`config.mk`:
```
export PLATFORM = sky130hd
export DESIGN_NAME = uart_rx_flat
export DESIGN_NICKNAME = d
export VERILOG_FILES = /design/src/rtl/uart_rx_if.sv /design/src/rtl/uart_rx.sv /design/src/flat_wrapper.sv
export SDC_FILE = /design/constraint.sdc
export NUM_CORES = 1
export LEC_CHECK = 0
export CAP_MARGIN = 20
export CORE_UTILIZATION = 45
export CTS_CLUSTER_SIZE = 28
export DETAILED_ROUTE_END_ITERATION = 16
export GPL_ROUTABILITY_DRIVEN = 0
export PLACE_DENSITY_LB_ADDON = 0.12
export SYNTH_ARGS = -nofsm -noshare
export SYNTH_HDL_FRONTEND = slang
export SYNTH_SLANG_ARGS = --single-unit
```
`constraint.sdc`:
```
create_clock -name clk -period 2.34 [get_ports clk]
set_input_delay 0.468 -clock clk [delete_from_list [all_inputs] [get_ports clk]]
set_output_delay 0.468 -clock clk [all_outputs]
set_load 0.05 [all_outputs]
```
`src/rtl/uart_rx_if.sv`:
```
// Serial receive interface: line input plus received-byte status.
interface uart_rx_if;
  logic       rxd;
  logic [7:0] rx_data;
  logic       rx_done;
  logic       rx_busy;
  logic       frame_err;

  modport master (output rxd, input rx_data, rx_done, rx_busy, frame_err);
  modport slave  (input rxd, output rx_data, rx_done, rx_busy, frame_err);
endinterface

```
`src/rtl/uart_rx.sv`:
```
// 8N1 UART receiver: two-flop synchronized line, single mid-bit sample per bit,
// framing-error detection with a break state that waits for the line to idle.
module uart_rx #(
  parameter int unsigned CLK_FRE = 50_000_000,
  parameter int unsigned BAUD    = 115200
) (
  input  logic      clk,
  input  logic      uart_rst_n,
  uart_rx_if.slave  rx
);

  localparam int unsigned DIV  = CLK_FRE / BAUD;
  localparam int unsigned HALF = DIV / 2;
  localparam logic [15:0] DIV_M1  = 16'(DIV - 1);
  localparam logic [15:0] HALF_M1 = 16'(HALF - 1);

  localparam logic [2:0] S_IDLE  = 3'd0;
  localparam logic [2:0] S_START = 3'd1;
  localparam logic [2:0] S_DATA  = 3'd2;
  localparam logic [2:0] S_STOP  = 3'd3;
  localparam logic [2:0] S_BREAK = 3'd4;

  logic        rxd_meta_q, rxd_meta_d;
  logic        rxd_s_q,    rxd_s_d;
  logic        rxd_dly_q,  rxd_dly_d;
  logic [2:0]  state_q,    state_d;
  logic [15:0] cnt_q,      cnt_d;
  logic [2:0]  bit_idx_q,  bit_idx_d;
  logic [7:0]  shift_q,    shift_d;
  logic [7:0]  rx_data_q,  rx_data_d;
  logic        rx_done_q,  rx_done_d;
  logic        frame_err_q, frame_err_d;
  logic        rx_busy_q,  rx_busy_d;
  logic        fall_c;

  // Synchronizer and edge-delay chain; idle level is high.
  always_comb begin
    rxd_meta_d = rx.rxd;
    rxd_s_d    = rxd_meta_q;
    rxd_dly_d  = rxd_s_q;
  end

  assign fall_c = ~rxd_s_q & rxd_dly_q;

  // Next-state and datapath.
  always_comb begin
    state_d     = state_q;
    cnt_d       = cnt_q + 16'd1;
    bit_idx_d   = bit_idx_q;
    shift_d     = shift_q;
    rx_data_d   = rx_data_q;
    rx_done_d   = 1'b0;
    frame_err_d = 1'b0;

    case (state_q)
      S_IDLE: begin
        cnt_d = '0;
        if (fall_c) state_d = S_START;
      end
      S_START: begin
        // A line that is high again at mid start bit was only a glitch.
        if (cnt_q == HALF_M1) begin
          if (!rxd_s_q) begin
            state_d   = S_DATA;
            bit_idx_d = 3'd0;
          end else begin
            state_d = S_IDLE;
          end
        end
      end
      S_DATA: begin
        if (cnt_q == DIV_M1) begin
          shift_d[bit_idx_q] = rxd_s_q;
          cnt_d              = '0;
          if (bit_idx_q == 3'd7) state_d = S_STOP;
          else                   bit_idx_d = bit_idx_q + 3'd1;
        end
      end
      S_STOP: begin
        if (cnt_q == DIV_M1) begin
          if (rxd_s_q) begin
            rx_data_d = shift_q;
            rx_done_d = 1'b1;
            state_d   = S_IDLE;
          end else begin
            frame_err_d = 1'b1;
            state_d     = S_BREAK;
          end
        end
      end
      S_BREAK: begin
        cnt_d = '0;
        if (rxd_s_q) state_d = S_IDLE;
      end
      default: begin
        cnt_d   = '0;
        state_d = S_IDLE;
      end
    endcase

    if (state_d != state_q) cnt_d = '0;
    rx_busy_d = (state_d != S_IDLE);
  end

  always_ff @(posedge clk or negedge uart_rst_n) begin
    if (!uart_rst_n) begin
      rxd_meta_q  <= 1'b1;
      rxd_s_q     <= 1'b1;
      rxd_dly_q   <= 1'b1;
      state_q     <= S_IDLE;
      cnt_q       <= '0;
      bit_idx_q   <= '0;
      shift_q     <= '0;
      rx_data_q   <= '0;
      rx_done_q   <= 1'b0;
      frame_err_q <= 1'b0;
      rx_busy_q   <= 1'b0;
    end else begin
      rxd_meta_q  <= rxd_meta_d;
      rxd_s_q     <= rxd_s_d;
      rxd_dly_q   <= rxd_dly_d;
      state_q     <= state_d;
      cnt_q       <= cnt_d;
      bit_idx_q   <= bit_idx_d;
      shift_q     <= shift_d;
      rx_data_q   <= rx_data_d;
      rx_done_q   <= rx_done_d;
      frame_err_q <= frame_err_d;
      rx_busy_q   <= rx_busy_d;
    end
  end

  assign rx.rx_data   = rx_data_q;
  assign rx.rx_done   = rx_done_q;
  assign rx.frame_err = frame_err_q;
  assign rx.rx_busy   = rx_busy_q;

endmodule

```
`src/flat_wrapper.sv`:
```
// flat-port wrapper written by rule: the top's interface ports become plain ports
module uart_rx_flat 
#(
  parameter int unsigned CLK_FRE = 50_000_000,
  parameter int unsigned BAUD    = 115200
)
  (clk, uart_rst_n, rx_rxd, rx_rx_data, rx_rx_done, rx_rx_busy, rx_frame_err);
  uart_rx_if rx_i ();
  input  logic clk;
  input  logic uart_rst_n;
  input wire logic [$bits(rx_i.rxd)-1:0] rx_rxd;
  output wire logic [$bits(rx_i.rx_data)-1:0] rx_rx_data;
  output wire logic [$bits(rx_i.rx_done)-1:0] rx_rx_done;
  output wire logic [$bits(rx_i.rx_busy)-1:0] rx_rx_busy;
  output wire logic [$bits(rx_i.frame_err)-1:0] rx_frame_err;
  assign rx_i.rxd = rx_rxd;
  assign rx_rx_data = rx_i.rx_data;
  assign rx_rx_done = rx_i.rx_done;
  assign rx_rx_busy = rx_i.rx_busy;
  assign rx_frame_err = rx_i.frame_err;
  uart_rx #(.CLK_FRE(CLK_FRE), .BAUD(BAUD)) u_core (.clk(clk), .uart_rst_n(uart_rst_n), .rx(rx_i));
endmodule
```
# Word level (Yosys, flattened, before mapping)
# Cells that the tools add are included.
[word_totals]
register_bits = 44
in_bits = 3
word_cells = 63
[classes]
n_addsub = 2
magnitude_cmp = 2
eq_ne = 12
muxes = 26
bitwise = 2
n_reduce_logical = 8
[ops]
columns = ["cell", "n"]
rows = [
  ["3-bit two-way mux", 11],
  ["16-bit two-way mux", 2],
  ["16-bit one-hot mux with 2 select lines", 1],
  ["16-bit by 1-bit adder with 16-bit output (second input constant)", 1],
  ["16-bit by 8-bit equality test with 1-bit output (second input constant)", 1],
  ["16-bit by 9-bit equality test with 1-bit output (second input constant)", 1],
  ["3-bit one-hot mux with 5 select lines", 1],
  ["8-bit bitwise mux", 1],
  ["1-bit two-way mux", 7],
  ["3-bit by 2-bit equality test with 1-bit output (second input constant)", 2],
  ["3-bit equality test (second input constant)", 2],
  ["3-bit one-hot mux with 2 select lines", 1],
  ["5-bit AND reduction", 1],
  ["3-bit by 4-bit < comparator with 1-bit output (second input constant)", 1],
  ["2-bit by 1-bit != test with 1-bit output (second input constant)", 2],
  ["2-bit != test (second input constant)", 2],
  ["3-bit by 1-bit adder with 3-bit output (second input constant)", 1],
  ["1-bit demux with 3-bit select", 1],
  ["3-bit by 1-bit equality test with 1-bit output (second input constant)", 1],
  ["3-bit by 1-bit >= comparator with 1-bit output (second input constant)", 1],
  ["3-bit logical NOT", 1],
  ["3-bit != test", 1],
  ["3-bit AND reduction", 1],
  ["3-bit nonzero test", 1],
  ["7 further kinds", 7],
]

# Longest topological paths before layout
# Gate-level depths: netlist (run 1).
[logic_depth]
ltp_word = 6
ltp_mapped = 8
ltp_nobuf = 6

# Worst setup path after synthesis (run 1)
# No wires, ideal clock.
[synth_path]
kind = "flip-flop to flip-flop"
from = "reg u_core.cnt_q[0]"
to = "reg u_core.cnt_q[0]"
t_arrival_ns = 1.687
t_required_ns = 2.246
slack_ns = 0.558
path_stages_with_launch = 7
n_path_buf = 1
cell_sequence = "dfrtp_1 ha_1 nor3b_1 and4_1 buf_6 a311o_4 a211oi_1"
[synth_between]
elab_chain_len = 5
elab_cells_between_ends = 11
classes_between = "add/sub: 1; eq/ne: 3; mux: 7"
[synth_lines]
columns = ["element", "line_no", "source"]
rows = [
  ["start: declaration", "uart_rx.sv:27", "logic [15:0] cnt_q, cnt_d;"],
  ["start signal: assignment", "uart_rx.sv:123", "cnt_q <= cnt_d;"],
  ["parallel branches: the longest is 4 deep, another holds 16-bit by 1-bit adder with 16-bit output", "-", ""],
  ["16-bit two-way mux *", "uart_rx.sv:101", "if (state_d != state_q) cnt_d = '0;"],
  ["via u_core.cnt_d[0]", "uart_rx.sv:27", ""],
]
# Mark *: on every way through the listed nets, which the timed path passes.
# A chain may end at the register's enable or synchronous reset.

# Worst setup path in the final report (run 1)
[layout_path]
from = "reg u_core.cnt_q[1]"
to = "reg u_core.shift_q[6]"
[layout_between]
elab_chain_len = 2
[layout_lines]
columns = ["element", "line_no", "source"]
rows = [
  ["16-bit by 9-bit equality test with 1-bit output", "uart_rx.sv:72", "if (cnt_q == DIV_M1) begin"],
  ["2-bit AND reduction (no line)", "-", ""],
  ["end signal: assignment", "uart_rx.sv:125", "shift_q <= shift_d;"],
  ["end: declaration", "uart_rx.sv:29", "logic [7:0] shift_q, shift_d;"],
]
# Every way passes these cells.

==> results of run 1 <==
sequential cells by signal, indices dropped and copies added, names as in the netlist:
signal / flops
u_core.cnt_q: 16
u_core.rx.rx_data: 8
u_core.rxd_dly_q: 1
u_core.bit_idx_q: 3
u_core.rx.rx_busy: 1
u_core.rx.frame_err: 1
u_core.rxd_meta_q: 1
u_core.rxd_dly_d: 1
u_core.shift_q: 8
u_core.state_q: 3
u_core.rx.rx_done: 1
metal layers:
| layer | global-route usage [%] | share of wire [%] | vias to the layer above |
|---|---|---|---|
| met4 | 8.12 | 1.6 | 0 |
| met3 | 4.12 | 3.1 | 7 |
| met5 | 0 | 0 | - |
| li1 | - | - | 791 |
| met2 | 31.2 | 47 | 35 |
| met1 | 26.1 | 48 | 827 |
Yosys cell counts (5+ instances only):
| library cell | n |
|---|---|
| a211oi_1 | 7 |
| a21oi_1 | 7 |
| dfrtp_1 | 41 |
| ha_1 | 5 |
| inv_1 | 6 |
| mux2_2 | 14 |
| nand2_1 | 12 |
| nand3_1 | 10 |
| nand4_1 | 11 |
| nor2_1 | 12 |
| nor4_1 | 5 |
| xnor2_1 | 5 |
| xor2_1 | 5 |
kinds of logic (layout without fill, tap and decap cells):
kind of cell | count (synthesis) | in the layout | share of synthesized area, %
buffers and inverters | 16 | 37 | 5.19
adder cells (fa/ha/maj) | 5 | 5 | 2.70
flip-flops | 44 | 44 | 47.8
AO/OA/AOI/OAI | 29 | 29 | 9.52
AND/OR/NAND/NOR | 84 | 84 | 23.1
multiplexers | 16 | 16 | 7.95
XOR/XNOR | 10 | 10 | 3.79
metrics by stage:
| step | hold slack [ns] | cells | setup slack (ns) |
|---|---|---|---|
| 4_1_cts | 0.369 | 292 | 0.145 |
| 3_5_place_dp | 0.291 | 283 | 0.159 |
| 6_report | 0.366 | 292 | 0.190 |
| 5_1_grt | 0.373 | 292 | 0.0299 |
| 2_1_floorplan | 0.172 | 204 | 0.558 |
| 3_3_place_gp | 0.290 | 283 | 0.268 |
critical path: stages (launching register included):
cell and delay [ns]:
dfrtp_1 0.40, inv_1 0.08, ha_1 0.14, nor3b_1 0.27, nand4_1 0.31, nor4_1 0.44, mux2_2 0.38
power by group through the flow:
| stage | combinational [W] | sequential, W | clock, W |
|---|---|---|---|
| 5_1_grt | 0.000292 | 0.000866 | 0.000640 |
| 3_5_place_dp | 0.000253 | 0.000871 | 0 |
| 3_3_place_gp | 0.000241 | 0.000868 | 0 |
| 2_1_floorplan | 0.000180 | 0.000865 | 0 |
| 6_report | 0.000255 | 0.000857 | 0.000588 |
| 4_1_cts | 0.000257 | 0.000857 | 0.000608 |
worst max-delay path by stage:
stage	end	cells after the start
3_3_place_gp	u_core.rx.rx_data[0]	4
2_1_floorplan	u_core.cnt_q[0]	6
4_1_cts	u_core.rx.rx_data[7]	6
6_report	u_core.shift_q[6]	6
3_5_place_dp	u_core.rx.rx_data[0]	6
5_1_grt	u_core.shift_q[6]	6
timing repair:
item	CTS	global route
hold endpoints to repair	4	0
hold buffers	1	0
gates resized for setup	0	1
setup endpoints to repair	0	16
final cells by class:
cell class                 instances  share of cell area [%]
clock inverter                     3                    1.77
timing repair buffer              23                    7.74
sequential                        44                    42.2
inverter                           6                   0.860
multi-input combinational        144                    41.6
tap                               67                    3.20
clock buffer                       5                    2.63
==> impl_results.md, run 1 <==
- Power density over cell area: 649 nW/um^2
- Layout filler cell count: 419
- Area post-placement: 2490 um^2
- Tcrit/Tclk final: 91.9%
- Total gr overflow: 0
- Leak pwr: 1.14 nW
- Vias in the first global route: 1,699
- H-tree depth: 2
- Cell-internal power: 0.00123 W
- Switch Pwr: 0.000466 W
- Via/cell ratio: 5.68
- CP required: 2.53 ns
- Syn-to-layout area delta: 13.2%
- DRC viols: 0
- Final ANT Viol Nets: 0
- Count of different cell masters after synthesis: 51
- Period minus WS final: 2.15 ns
- Register area share after synthesis: 47.8%
- Combinational group share of total power: 15.0%
- Max VDD drop: 0.000418 V
- Worst setup EP type: register
- RSZ-0062 raised after global routing: no
- Vias: 1,660
- TritonCTS clock tree: yes
- Startpoint types: register
- CP Class: reg -> reg
- NumNets Final: 232
- Site Rows: 25
- Synth Area per Inst: 11.3 um^2
- Sink Count: 44
- Worst-Margin Slew: 0.575 ns
- Sum Neg Setup Slack: 0 ns
- Number of antenna diodes: 0
- Die Height: 73.7 um
- Die W: 73.7 um
- Worst reg2reg path depth: 6
- Register area: 1100 um^2
- Reg power frac: 50.4%
- Post-synth top flop: dfrtp_1
- Hold Vio Cnt, Final: 0
- Clock power share: 34.6%
- Post-synth net total: 212
- Synth Register Bits: 44
- Slew Viols, Final: 0
- DP Wirelength: 3310 um
- Sw frac: 27.4%
- Worst Hold End: u_core.rxd_dly_d
- Slew headroom: 61.7%
- Total Routing Usage GR: 19.7%
- Mapped Area: 2310 um^2
- Buffers added on ports: 13
- CTS max path bufs: 2
- Die area: 5430 um^2
- Largest net degree at the start of global routing: 25
- Synth top area share: 44.3%
- Critical path fanouts, max: 6
- Fin Clk Skew: 0.0107 ns
- Status: complete, no violations
- Fraction of registers with async set or reset after synthesis: 100%
- Synthesized netlist cell count: 204
- Footprint of the multi-input gates: 1090 um^2
- Setup bufs post-CTS: 0
- IO Count: 14
- R2R Path Start: u_core.cnt_q[1]
- Worst hold start: u_core.rxd_meta_q
- Commonest non-fill, non-tap cell in the layout: dfrtp_1
- Clock slew at reported path FFs: 0.09 ns
- Most frequent cells in the layout: dfrtp_1, mux2_2, nand2_1, nor2_1, clkdlybuf4s50_1
- TritonCTS Buffers: 5
- Root Buffer: clkbuf_8
- DRT Pass-1 Iters: 4
- Setup violators final: 0
- Iter 0 DRT Violations: 84
- Max Fclk: 465 MHz
- EDFF count, synth: 0
- R2r endpoint: u_core.shift_q[6]
- Initial antenna violation count: 0
- Critical Path AT: 2.34 ns
- Max-cap violations: 0
- Starting density of the core: 47.7%
- Share of layout cells above drive strength 1: 23.1%
- Total Power: 0.00170 W
- Finished Core Util: 54.0%
- R2R setup slack: 0.19 ns
- Synth warn: 0
- Drt total wl: 4550 um
- First-pass GRT wire length: 8000 um
- Clk_lat worst skew: 0.30 ns
- Wire per inst: 15.6 um
- Class of the tightest hold or removal check: reg -> reg
- CP startpoint: u_core.cnt_q[1]
- Synth top area cells: dfrtp_1, mux2_2, dfstp_2, nand4_1, ha_1
- Cell accounting for the most synthesized area: dfrtp_1
- Core Area: 4850 um^2
- Hold depth: 0
- Final instance area: 2620 um^2
(Power assumes the default switching activity.)
==> inputs of run 2 (changes only) <==
--- a/config.mk
+++ b/config.mk
@@ -11,6 +11,7 @@
 export DETAILED_ROUTE_END_ITERATION = 16
 export GPL_ROUTABILITY_DRIVEN = 0
 export PLACE_DENSITY_LB_ADDON = 0.12
+export SLEW_MARGIN = 10
 export SYNTH_ARGS = -nofsm -noshare
 export SYNTH_HDL_FRONTEND = slang
 export SYNTH_SLANG_ARGS = --single-unit
==> constraint.sdc (replaced) <==
create_clock -name clk -period 2.34 [get_ports clk]
set_input_delay 0.234 -clock clk [delete_from_list [all_inputs] [get_ports clk]]
set_output_delay 0.234 -clock clk [all_outputs]
set_load 0.05 [all_outputs]
==> run 2 against run 1 <==
Net effect: register-to-register slack about the same; cell count shrank 1.0%; sequential cell count stayed put; non-clock buffer count shrank 3; global-route usage is 0.43 points lower; via count up 0.36%; largest cell class unchanged; highest routed layer unchanged.
==> impl_results.md, run 2 (synthesis gave the netlist of run 1 again) <==
- H-tree depth: 2
- DP Wirelength: 3140 um
- Max Fclk: 463 MHz
- Max VDD drop: 0.000307 V
- Final ANT Viol Nets: 0
- Buffers added on ports: 13
- Critical Path AT: 2.34 ns
- Sum Neg Setup Slack: 0 ns
- Setup bufs post-CTS: 0
- Power density over cell area: 661 nW/um^2
- Most frequent cells in the layout: dfrtp_1, mux2_2, nand2_1, nor2_1, clkdlybuf4s50_1
- Number of antenna diodes: 0
- Hold-fix buffers at CTS: 0
- Worst setup EP type: register
- Switch Pwr: 0.000462 W
- Wire per inst: 15.5 um
- Core Area: 4850 um^2
- CP required: 2.53 ns
- Commonest non-fill, non-tap cell in the layout: dfrtp_1
- Die area: 5430 um^2
- Root Buffer: clkbuf_8
- Iter 0 DRT Violations: 77
- Crit-path slowest cell: nor4_1
- Final instance area: 2600 um^2
- CTS resizes: 0
- Worst-Margin Slew: 0.953 ns
- Leak pwr: 1.14 nW
- Total Routing Usage GR: 19.2%
- NumNets Final: 229
- Footprint of the multi-input gates: 1090 um^2
- CP peak stage delay: 0.44 ns
- Setup violators final: 0
- Fin Clk Skew: 0.0118 ns
- Vias: 1,666
- Register area: 1100 um^2
- Total gr overflow: 0
- Area post-placement: 2480 um^2
- Slew Viols, Final: 0
- Initial antenna violation count: 0
- First-pass GRT wire length: 7880 um
- Reg power frac: 49.8%
- Sw frac: 26.9%
- Combinational group share of total power: 14.6%
- CTS max path bufs: 2
- Status: complete, no violations
- Site Rows: 25
- Hold Vio Cnt, Final: 0
- Syn-to-layout area delta: 12.4%
- Share of layout cells above drive strength 1: 22.5%
- Reg with most FFs: u_core.cnt_q
- TritonCTS Buffers: 5
- Dpl ws: 0.154 ns
- Worst-path cell chain: inv_1 > ha_1 > nor3b_1 > nand4_1 > nor4_1 > mux2_2
- CP Class: reg -> reg
- Via/cell ratio: 5.76
- Period minus WS final: 2.16 ns
- Setup ws final: 0.182 ns
- DRT Pass-1 Iters: 4
- IO Count: 14
- Cell-internal power: 0.00126 W
- Die Height: 73.7 um
- Layout filler cell count: 431
- Largest register FFs: 16
- Startpoint types: register
- DRC viols: 0
- Class of the tightest hold or removal check: in -> async
- RSZ-0062 raised after global routing: no
- Clk_lat worst skew: 0.30 ns
- Clock slew at reported path FFs: 0.09 ns
- Starting density of the core: 47.7%
- Tcrit/Tclk final: 92.2%
- Slew headroom: 36.5%
- Clock power share: 35.6%
- Largest net degree at the start of global routing: 45
- Max-cap violations: 0
- Vias in the first global route: 1,643
- Die W: 73.7 um
- Drt total wl: 4480 um
- Critical path fanouts, max: 6
- TritonCTS clock tree: yes
- Sink Count: 44
## run 2: power groups by stage
stage | combinational, W | sequential [W] | clock [W]
CTS | 0.000251 | 0.000856 | 0.000633
detailed placement | 0.000249 | 0.000871 | 0
floorplan | 0.000180 | 0.000865 | 0
global placement | 0.000238 | 0.000868 | 0
finish | 0.000251 | 0.000856 | 0.000612
global route | 0.000288 | 0.000866 | 0.000653
## run 2: area by class of cell
cell class	instances	area share [%]
well taps	67	3.22
clock inverters	2	1.49
inverters	6	0.866
multi-input cells	144	41.9
repair buffers	20	6.83
flip-flops and latches	44	42.5
clock buffers	6	3.18
## run 2: final timing paths
kind	from	cells after the start	endpoint	slack, ns
max in group asynchronous	uart_rst_n	1	u_core.cnt_q[14]	1.66
hold reg to reg	u_core.rxd_meta_q	0	u_core.rxd_dly_d	0.36
min in group clk	rx_rxd	1	u_core.rxd_meta_q	0.35
hold / removal	uart_rst_n	1	u_core.rx.rx_data[5]	0.07
setup reg to reg	u_core.cnt_q[1]	6	u_core.shift_q[6]	0.18
setup / recovery	u_core.cnt_q[1]	6	u_core.shift_q[6]	0.18
## run 2: metal layers
metal	vias up	part of all wire (%)	wire length [um]	GRT usage [%]
met5	-	0	0	0
met4	0	1.8	79	8.33
met3	8	3.0	136	4.53
met2	32	45	2030	29.6
met1	836	50	2230	25.9
li1	790	-	-	-
## run 2: worst max-delay path, delay by kind of cell (launching register included)
kind                       cells  cell delay [ns]
muxes                          1             0.38
buffers and inverters          1             0.08
adders and majority gates      1             0.14
and+or+nand+nor                3             1.06
DFF                            1             0.40
## run 2: through the flow
stage	instances	hold slack [ns]	power [W]	utilization, %
after global placement	281	0.346	0.00111	51.1
after floorplan	204	-0.0616	0.00104	-
after CTS	289	0.122	0.00174	53.6
final	289	0.0741	0.00172	53.6
after global routing	289	0.159	0.00181	53.6
after detailed placement	281	0.349	0.00112	51.1
==> inputs of run 3 (changes only) <==
==> constraint.sdc (replaced) <==
create_clock -name clk -period 1.9 [get_ports clk]
set_input_delay 0.19 -clock clk [delete_from_list [all_inputs] [get_ports clk]]
set_output_delay 0.19 -clock clk [all_outputs]
set_load 0.05 [all_outputs]
==> run 3 against run 2 <==
Net effect: cell count rose by 9.7%; final area rose by 10%; hold slack improved by 0.22 ns; sequential cell count did not move; total power rose by 30%; first-iteration DRC count rose by 73%; critical path depth fell by 1; non-clock buffer count rose by 28; die area did not move; routed wire length rose by 9.5%; worst setup slack got worse by 0.10 ns; critical endpoint unchanged; largest power group unchanged.
==> impl_results.md, run 3 (synthesis gave the netlist of run 1 again) <==
- TritonCTS clock tree: yes
- CP peak stage delay: 0.41 ns
- R2R setup slack: 0.08 ns
- IO Count: 14
- Max VDD drop: 0.000533 V
- Worst-path cell chain: nor4_4 > nand4_1 > buf_4 > nor4_4 > mux2_2
- Commonest non-fill, non-tap cell in the layout: dfrtp_1
- Startpoint types: register
- Site Rows: 25
- H-tree depth: 2
- Via/cell ratio: 5.60
- Die W: 73.7 um
- Drt total wl: 4900 um
- Layout filler cell count: 407
- Sink Count: 44
- Worst-Margin Slew: 0.554 ns
- Leak pwr: 1.29 nW
- Hold Vio Cnt, Final: 0
- Status: complete, no violations
- Buffers added on ports: 13
- Buffers and inverters on the worst path: 1
- Hold depth: 1
- Class of the tightest hold or removal check: in -> reg
- Total Routing Usage GR: 20.3%
- CP startpoint: u_core.cnt_q[12]
- CP required: 2.09 ns
- CP endpoint: u_core.shift_q[6]
- Worst setup EP type: register
- TritonCTS Buffers: 5
- Syn-to-layout area delta: 24.0%
- Vias in the first global route: 1,732
- Final ANT Viol Nets: 0
- Starting density of the core: 47.7%
- Total gr overflow: 0
- Sum Neg Setup Slack: 0 ns
- NumNets Final: 257
- Crit-path slowest cell: dfrtp_1
- Largest net degree at the start of global routing: 18
- Clk_lat worst skew: 0.30 ns
- DRC viols: 0
- Setup violators final: 0
- R2r endpoint: u_core.shift_q[6]
- Vias: 1,776
- Slew Viols, Final: 0
- Reg with most FFs: u_core.cnt_q
- Number of antenna diodes: 0
- Max-cap violations: 0
- Worst reg2reg path depth: 5
- CP Depth: 5
- Clock slew at reported path FFs: 0.09 ns
- Top cell by count, worst path: nor4_4
- DRT Pass-1 Iters: 4
- Largest register FFs: 16
- Hold slack final: 0.295 ns
- Critical path's top delay family: simple AND/OR/NAND/NOR gates
- Critical Path AT: 2.02 ns
- Power density over cell area: 777 nW/um^2
- Most frequent cells in the layout: dfrtp_1, buf_4, mux2_2
- Slew headroom: 62.6%
- First-pass GRT wire length: 8200 um
- Tcrit/Tclk final: 95.8%
- Period minus WS final: 1.82 ns
- R2R Path Start: u_core.cnt_q[12]
- Core Area: 4850 um^2
- Critical path fanouts, max: 4
- Fin Clk Skew: 0.00657 ns
- Share of layout cells above drive strength 1: 33.2%
- Root Buffer: clkbuf_8
- CTS max path bufs: 2
- Max Fclk: 549 MHz
- Wire per inst: 15.5 um
- CP Class: reg -> reg
- Finished Core Util: 59.2%
- Iter 0 DRT Violations: 133
- DP Wirelength: 3590 um
- Total Power: 0.00223 W
- Die Height: 73.7 um
- Die area: 5430 um^2
- Initial antenna violation count: 0
run 3: cell types whose count changed in the layout (fill, tap and decap cells not counted), sizes merged:
cell | previous run | this run
buf | 8 | 35
dlygate4sd3 | 0 | 1
clkinv | 1 | 2
clkbuf | 6 | 5
run 3: through the flow:
stage               setup slack (ns)  instances  instance area (um^2)
floorplan                      0.118        204                  2310
global placement             -0.0271        306                  2670
detailed placement           -0.0363        306                  2670
CTS                          0.00480        315                  2790
global route                 -0.0304        317                  2870
finish                        0.0791        317                  2870
run 3: area by class of cell:
class | instances | area, um^2 | share of cell area, %
Clock buffer | 5 | 68.8 | 2.40
Clock inverter | 3 | 47.5 | 1.66
Inverter | 6 | 22.5 | 0.785
Multi-Input combinational cell | 144 | 1150 | 40.1
Sequential cell | 44 | 1100 | 38.5
Tap cell | 67 | 83.8 | 2.92
Timing Repair Buffer | 48 | 392 | 13.7
run 3: where the power goes:
group	total, W	switching [W]	internal, W
registers	0.00103	0.0000384	0.000989
clock network	0.000729	0.000334	0.000396
logic	0.000474	0.000236	0.000238
run 3: what timing repair did:
| item | CTS | global route |
|---|---|---|
| setup endpoints to repair | 22 | 30 |
| pin swaps | 0 | 4 |
| resized for setup | 1 | 11 |
| hold endpoints to repair | 12 | 0 |
| hold buffers | 1 | 0 |
| cloned | 0 | 1 |
| setup buffers | 0 | 1 |
run 3: layer usage:
layer  GRT usage, %  share of wire, %  up-vias
li1               -                 -      841
met1           27.7                48      896
met2           31.0                48       33
met3           4.94               3.4        6
met4           8.33               1.3        0
met5              0                 0        -
run 3: how the worst min path moves through the flow:
stage | startpoint | to | slack [ns]
global route | rx_rxd | u_core.rxd_meta_q | 0.28
floorplan | uart_rst_n | u_core.bit_idx_q[0] | -0.11
detailed placement | uart_rst_n | u_core.rx.rx_data[2] | 0.09
global placement | uart_rst_n | u_core.rx.rx_data[2] | 0.08
CTS | rx_rxd | u_core.rxd_meta_q | 0.28
finish | rx_rxd | u_core.rxd_meta_q | 0.29
==> patch: new RTL, config.mk and constraints of run 2 <==
`shift_q` and `rx_data_q` no longer have a reset.
--- a/src/rtl/uart_rx.sv
+++ b/src/rtl/uart_rx.sv
@@ -110,8 +110,6 @@
       state_q     <= S_IDLE;
       cnt_q       <= '0;
       bit_idx_q   <= '0;
-      shift_q     <= '0;
-      rx_data_q   <= '0;
       rx_done_q   <= 1'b0;
       frame_err_q <= 1'b0;
       rx_busy_q   <= 1'b0;
@@ -122,12 +120,15 @@
       state_q     <= state_d;
       cnt_q       <= cnt_d;
       bit_idx_q   <= bit_idx_d;
-      shift_q     <= shift_d;
-      rx_data_q   <= rx_data_d;
       rx_done_q   <= rx_done_d;
       frame_err_q <= frame_err_d;
       rx_busy_q   <= rx_busy_d;
     end
+  end
+
+  always_ff @(posedge clk) begin
+    shift_q   <= shift_d;
+    rx_data_q <= rx_data_d;
   end
 
   assign rx.rx_data   = rx_data_q;
Behaviour: same outputs for any inputs over 10 cycles, from zero or initial values and one cycle with uart_rst_n low; that may be too few to reach the edited logic, so the function may still have changed.
==> patch against run 2 <==
Synthesized cell count fell by 18%. Clock skew decreased by 5.9 ps. Combinational power shrank 14%. Hold slack better by 230 ps. Setup slack got worse by 160 ps. Total power shrank 3.6%. Design area shrank 10%. Critical endpoint is now u_core.shift_q[3]$_DFFE_PP_. Sequential cell count did not move. Routed wire length shrank 22%. Area after synthesis down 15%. Sequential power is 2.9% higher. Critical path depth down 2.
==> patch: results (changes against run 2) <==
====================================================================================
Result of the run                                                          completed
Max-Slew Margin vs Limit                                                       66.4%   +30 points
Max VDD drop                                                              0.000493 V   +61%
Top post-synthesis cells by area                                        sky130_fd_sc_hd__dfrtp_1 32%, sky130_fd_sc_hd__edfxtp_1 25%, sky130_fd_sc_hd__nor2_1 5.4%
Gate count of the mapped netlist                                                 167   -18%
Post-Place Setup Slack                                                       22.7 ps   -131 ps
Register area share after synthesis                                            60.5%   +13 points
Average vias per placed instance                                                5.49   -4.8%
Post-synth net total                                                             175   -17%
EDFF count, synth                                                                 16   +16
Final #Nets                                                                      204   -11%
Commonest cells post-synth                                              28 x sky130_fd_sc_hd__nor2_1, 25 x sky130_fd_sc_hd__dfrtp_1, 16 x sky130_fd_sc_hd__edfxtp_1
Compound-Gate Fraction of Synth Area                                           4.41%   -5.1 points
Post-detail-place hpwl                                                       2.55 mm   -19%
Via count of the first global-routing pass                                     1,258   -23%
Total via count after detailed routing                                         1,356   -19%
Number of distinct library cells after synthesis                                  38   -25%
Fraction of final layout cells with drive strength greater than 1              17.3%   -5.3 points
Critical Path Fanout Max                                                           4   -2
Wire length after detailed routing                                           3.48 mm   -22%
Multiplexer share of the synthesized area                                     0.575%   -7.4 points
Adder-cell area share of the yosys netlist                                     3.20%   +0.49 points
Initial detailed-routing violation count                                          74   -3.9%
Share of flip-flops with an asynchronous set or reset after synthesis          63.6%   -36 points
First-pass GRT wire length                                                   5.88 mm   -25%
Hold slack final                                                              307 ps   +233 ps
Post-route worst setup slack                                                 22.0 ps   -160 ps
Share of total power consumed by net switching                                 24.5%   -2.4 points
Leakage power of the design                                                 0.959 nW   -16%
Pin count of the biggest net entering global routing                              29   -36%
Combinational cell fraction of total power                                     13.1%   -1.5 points
Areal power density over the cells                                        710 nW/um2   +7.4%
Number of placed instances with taps included                                    239   -15%
====================================================================================
## patch: repair_timing
| action | CTS | global route |
|---|---|---|
| setup endpoints to repair | 0 | 6 |
| gates resized for setup | 0 | 1 |
| setup buffers | 0 | 0 |
## patch: worst paths after layout
path	from	to	depth (start not counted)
max in group asynchronous	uart_rst_n	u_core.rxd_dly_q$_DFF_PN1_	2
worst max register to register	u_core.cnt_q[13]$_DFF_PN0_	u_core.shift_q[3]$_DFFE_PP_	4
worst min register to register	u_core.rxd_meta_q$_DFF_PN1_	u_core.rxd_dly_d$_DFF_PN1_	0
min in group clk	rx_rxd	u_core.rxd_meta_q$_DFF_PN1_	1
worst min-delay path	uart_rst_n	u_core.rx.frame_err$_DFF_PN0_	2
worst max-delay path	u_core.cnt_q[13]$_DFF_PN0_	u_core.shift_q[3]$_DFFE_PP_	4
## patch: cell families after synthesis
logic type	count (synthesis)
and+or+nand+nor	83
muxes	1
xor gates and xnor gates	13
adders and majority gates	5
AOI/OAI and AO/OA	11
buffers and inverters	10
DFF	44
## patch: area by class of cell
class	count	area, um2
clock inverter	2	35.0
inverter	8	30.0
fill	357	1750
sequential	44	1180
multi-input combinational	113	734
clock buffer	6	72.6
tap	50	62.6
timing repair buffer	24	213
## patch: worst max-delay path, stage by stage (launching register included)
cell and delay (ps):
sky130_fd_sc_hd__dfrtp_1 410, sky130_fd_sc_hd__or4_4 550, sky130_fd_sc_hd__or4_4 570, sky130_fd_sc_hd__or3_4 370, sky130_fd_sc_hd__nor2_1 120
## patch: layer usage
layer,vias up,wire (um),GRT usage (%)
li1,644,-,-
met1,671,1570,24.2
met2,36,1690,27.3
met3,5,172,5.50
met4,0,51,6.25
met5,-,0,0
